File: src/rtl/shift_seq_unit.sv
// rtl/shift_seq_unit.sv - sequenced multi-step shift/rotate register with IDLE/SHIFT/DONE control
// One 1-bit step per cycle while in SHIFT; parallel ops complete at the accept edge.
module shift_seq_unit #(
  parameter int WIDTH = 8,
  parameter int AMT_W = $clog2(WIDTH) + 1
) (
  input  logic             clk,
  input  logic             rst_n,
  input  logic             start,
  input  logic [2:0]       op,
  input  logic [AMT_W-1:0] amount,
  input  logic [WIDTH-1:0] load_data,
  input  logic             Ir,
  input  logic             Il,
  output logic [WIDTH-1:0] q,
  output logic             busy,
  output logic             done,
  output logic             carry,
  output logic             serialOutput1,
  output logic             serialOutput2
);

  localparam logic [2:0] OP_HOLD = 3'b000;
  localparam logic [2:0] OP_SHL  = 3'b001;
  localparam logic [2:0] OP_SHR  = 3'b010;
  localparam logic [2:0] OP_CLR  = 3'b011;
  localparam logic [2:0] OP_LOAD = 3'b100;
  localparam logic [2:0] OP_ROL  = 3'b101;
  localparam logic [2:0] OP_ROR  = 3'b110;
  localparam logic [2:0] OP_ASR  = 3'b111;

  localparam logic [AMT_W-1:0] AMT_MAX = AMT_W'(WIDTH);

  typedef enum logic [1:0] {
    S_IDLE,
    S_SHIFT,
    S_DONE
  } state_t;

  state_t           state_q, state_d;
  logic [WIDTH-1:0] q_q, q_d;
  logic             carry_q, carry_d;
  logic [2:0]       op_q, op_d;
  logic [AMT_W-1:0] cnt_q, cnt_d;
  logic             ir_q, ir_d;
  logic             il_q, il_d;

  logic [AMT_W-1:0] amt_sat;
  logic [WIDTH-1:0] step_q;
  logic             step_c;

  assign amt_sat = (amount > AMT_MAX) ? AMT_MAX : amount;

  // Single-step result for the latched op; only consumed while in SHIFT.
  always_comb begin
    step_q = q_q;
    step_c = carry_q;
    unique case (op_q)
      OP_SHL: begin step_q = {q_q[WIDTH-2:0], ir_q};         step_c = q_q[WIDTH-1]; end
      OP_SHR: begin step_q = {il_q, q_q[WIDTH-1:1]};         step_c = q_q[0];       end
      OP_ROL: begin step_q = {q_q[WIDTH-2:0], q_q[WIDTH-1]}; step_c = q_q[WIDTH-1]; end
      OP_ROR: begin step_q = {q_q[0], q_q[WIDTH-1:1]};       step_c = q_q[0];       end
      OP_ASR: begin step_q = {q_q[WIDTH-1], q_q[WIDTH-1:1]}; step_c = q_q[0];       end
      default: ;
    endcase
  end

  always_comb begin
    state_d = state_q;
    q_d     = q_q;
    carry_d = carry_q;
    op_d    = op_q;
    cnt_d   = cnt_q;
    ir_d    = ir_q;
    il_d    = il_q;
    unique case (state_q)
      S_IDLE: begin
        if (start) begin
          op_d    = op;
          ir_d    = Ir;
          il_d    = Il;
          cnt_d   = amt_sat;
          state_d = S_DONE;
          unique case (op)
            OP_HOLD: ;
            OP_CLR:  begin q_d = '0;        carry_d = 1'b0; end
            OP_LOAD: begin q_d = load_data; carry_d = 1'b0; end
            default: if (amt_sat != '0) state_d = S_SHIFT;
          endcase
        end
      end
      S_SHIFT: begin
        q_d     = step_q;
        carry_d = step_c;
        cnt_d   = cnt_q - 1'b1;
        if (cnt_q == AMT_W'(1)) state_d = S_DONE;
      end
      default: state_d = S_IDLE;
    endcase
  end

  always_ff @(posedge clk or negedge rst_n) begin
    if (!rst_n) begin
      state_q <= S_IDLE;
      q_q     <= '0;
      carry_q <= 1'b0;
      op_q    <= OP_HOLD;
      cnt_q   <= '0;
      ir_q    <= 1'b0;
      il_q    <= 1'b0;
    end else begin
      state_q <= state_d;
      q_q     <= q_d;
      carry_q <= carry_d;
      op_q    <= op_d;
      cnt_q   <= cnt_d;
      ir_q    <= ir_d;
      il_q    <= il_d;
    end
  end

  assign q             = q_q;
  assign carry         = carry_q;
  assign busy          = (state_q == S_SHIFT);
  assign done          = (state_q == S_DONE);
  assign serialOutput1 = q_q[WIDTH-1];
  assign serialOutput2 = q_q[0];

endmodule

File: config.mk
export PLATFORM = sky130hd
export DESIGN_NAME = shift_seq_unit
export DESIGN_NICKNAME = d
export VERILOG_FILES = /design/src/rtl/shift_seq_unit.sv
export SDC_FILE = /design/constraint.sdc
export NUM_CORES = 1
export LEC_CHECK = 0
export CAP_MARGIN = 20
export CORE_MARGIN = 1.5
export CORE_UTILIZATION = 43
export CTS_CLUSTER_SIZE = 20
export DETAILED_ROUTE_END_ITERATION = 10
export PLACE_DENSITY = 0.75
export SLEW_MARGIN = 20
export SYNTH_ARGS = -nofsm -noshare
export SYNTH_HDL_FRONTEND = slang
export SYNTH_SLANG_ARGS = --single-unit
File: constraint.sdc
create_clock -name clk -period 1.4 [get_ports clk]
set_input_delay 0.35 -clock clk [delete_from_list [all_inputs] [get_ports clk]]
set_output_delay 0.35 -clock clk [all_outputs]
set_load 0.02 [all_outputs]
==> out/results.ini <==
[worst_setup_path]
path_class=flop to primary output
r2r_end=q[6]
crit_family=flip-flops
r2r_slack_ps=-90
crit_chain=buf_6, and2b_2, buf_6
critPathSlowestCell=dfrtp_1
cp_num_buf_inv=2
critPathLaunchType=flop
required_ps=1050
crit_path_max_fanout=3
rr_worst_depth=6
rr_startpoint=state_q[0]
critPathMaxStageDelay_ps=420
crit_top_cell=buf_6
arrival_ps=1170
end_kind=primary output

[clocking]
clockBufferDepth=2
cts.htree.levels=1
clock_sinks=20
path_clk_slew_ps=130
numCtsBuffers=3
clk-insertion-delay-late_ps=310
tritoncts=done
cts_hold_buf=0
cts.root.buffer_cell=clkbuf_4

[power]
power_frac_seq=0.235
power_frac_comb=0.692
pwr-share-clk=0.073
p_int_mw=2.76
p_sw_frac=0.432
ir_worst_vdd_mv=1.12
finalPower_mw=4.85
p_leak_nw=0.866
p_switching_mw=2.10
powerDensity_nw_per_um2=2410

[grt]
grt_max_degree=21
grt_pass1_wl_mm=5.79
antenna_found_initial=0
grt_pass1_vias=1300
grt_overflow_total=0
grt_use_total=0.223

[status]
violations=design-rule violations, negative setup slack
outcome=finished, violations left

[timing]
final-setup-viol-count=11
period_minus_slack_ps=1520
max_slew_margin=0.752
slew_violations=0
period_share=1.08
finalWorstSetupSlack_ps=-116
fin_tns_setup_ps=-856
fin_skew_ps=13.1
hold_violations=0
holdWs_ps=371
rsz0062_at_grt=true
tightestPinTransition_ps=368
max_freq_ghz=0.660

[yosys]
yosysTopAreaCell=dfrtp_1
syn-num-nets=159
synth_seq_cells=20
synth_area_leaders=dfrtp_1, mux2_2, a31oi_1
yosysTopAreaCellShare=0.390
async_reset_ff_frac=1.00
avgSynthCellArea_sq_um=9.37
ys.flop_type=dfrtp_1
synth.distinct_cells=41
synthTopCellsByCount=dfrtp_1, o21ai_0, a31oi_1
synthCells=137
yosysSeqAreaShare=0.390
yosysMostFrequentCell=dfrtp_1
syn-cell-area_sq_um=1280
synth_edf_count=0
yosysWarnings=0

[floorplanning]
die_width_microns=57.6
placeableCoreArea_sq_um=2810
start_util=0.458
die_h_microns=57.6
die_area_sq_um=3320
io_pins=33
rows=19

[layout]
fin_nets=217
drive_gt1_frac=0.402
design_area_sq_um=2010
num_antenna_cells=0
syn_to_final_growth_pct=56.6

[placed_design]
place_area_sq_um=1770
portBuffers=32
dp_hpwl_mm=2.57
pre_cts_slack_ps=-584
gp_congestion=0.813

[detailed_routing]
dr.pass1.iters=7
via_per_inst=5.83
drcViolationCount=5
wl_per_cell_microns=17.1
vias=1311
drt-total-wl_mm=3.85
drtIter0Drc=73
ant_nets=0

[worst_hold_path]
min_path_type=input port to asynchronous set/reset pin

[flow_run]
maxCapViolCount=0

## logic make-up (layout without fill, tap and decap cells)
| family | count (synthesis) | count (layout) | synth area share |
|---|---|---|---|
| AOI/OAI and AO/OA | 46 | 46 | 0.238 |
| adders and majority gates | 2 | 2 | 0.0195 |
| buffers and inverters | 15 | 72 | 0.0721 |
| DFF | 20 | 20 | 0.390 |
| muxes | 7 | 7 | 0.0604 |
| and+or+nand+nor | 47 | 47 | 0.220 |
## placed cells by master (no fill, tap or decap), types with 2 or more instances in the layout
cell              n
clkdlybuf4s50_1  16
buf_4            20
dfrtp_1          19
clkbuf_2          5
o21ai_1           6
nor2_1            7
nand2b_1          3
inv_1             5
clkdlybuf4s15_1   2
dlygate4sd2_1     3
buf_6             9
nor3_2            3
a31oi_4           4
nor3_1            5
ha_1              2
a31oi_1           5
clkbuf_4          3
nand2_1           9
buf_8             2
o21ai_0           6
a21boi_0          6
and3_1            6
mux2_4            5
clkdlybuf4s15_2   4
nor2_4            2
a21oi_1           5
## power by group through the flow
stage / Combinational (mW) / Sequential, mW / Clock, mW
after floorplan: 1.51 / 1.26 / 0
after global placement: 2.62 / 1.12 / 0
after detailed placement: 2.71 / 1.13 / 0
after CTS: 2.80 / 1.12 / 0.357
after global routing: 3.60 / 1.18 / 0.381
final: 3.36 / 1.14 / 0.352
## repair_timing
action,4_1_cts,5_1_grt
setup buffers,1,4
resized for setup,46,44
setup endpoints to repair,23,27
endpoints found under the hold margin,0,0
pin swaps,5,3
## worst max-delay path by stage
stage | start | endpoint | slack (ps) | depth (start not counted)
after floorplan | state_q[0] | carry | -150 | 6
after global placement | op[2] | q[0] | -500 | 6
after detailed placement | op[0] | q[2] | -580 | 6
after CTS | state_q[1] | done | -140 | 3
after global routing | state_q[1] | done | -170 | 3
final | state_q[1] | done | -120 | 3
## routing by layer
| layer | GRT usage | vias to the layer above | wire (microns) |
|---|---|---|---|
| li1 | - | 612 | - |
| met1 | 0.277 | 641 | 1560 |
| met2 | 0.394 | 56 | 2040 |
| met3 | 0.0558 | 2 | 232 |
| met4 | 0.0432 | 0 | 14 |
| met5 | 0 | - | 0 |
## flip-flops by register name (all words and copies together), names as in the netlist
register	cells
cnt_q	4
carry	1
ir_q	1
state_q	2
op_q	3
q	8
il_q	1
## through the flow
stage | util | cells
after floorplan | - | 137
after global placement | 0.632 | 216
after detailed placement | 0.632 | 216
after CTS | 0.663 | 221
after global routing | 0.717 | 225
final | 0.717 | 225
## final cells by class
type | count | area (sq um)
inverter | 6 | 25.0
timing repair buffer | 62 | 578
clock buffer | 4 | 36.3
sequential | 20 | 502
tap | 31 | 38.8
multi-input combinational | 102 | 831
fill | 206 | 795
(Power assumes the default switching activity.)
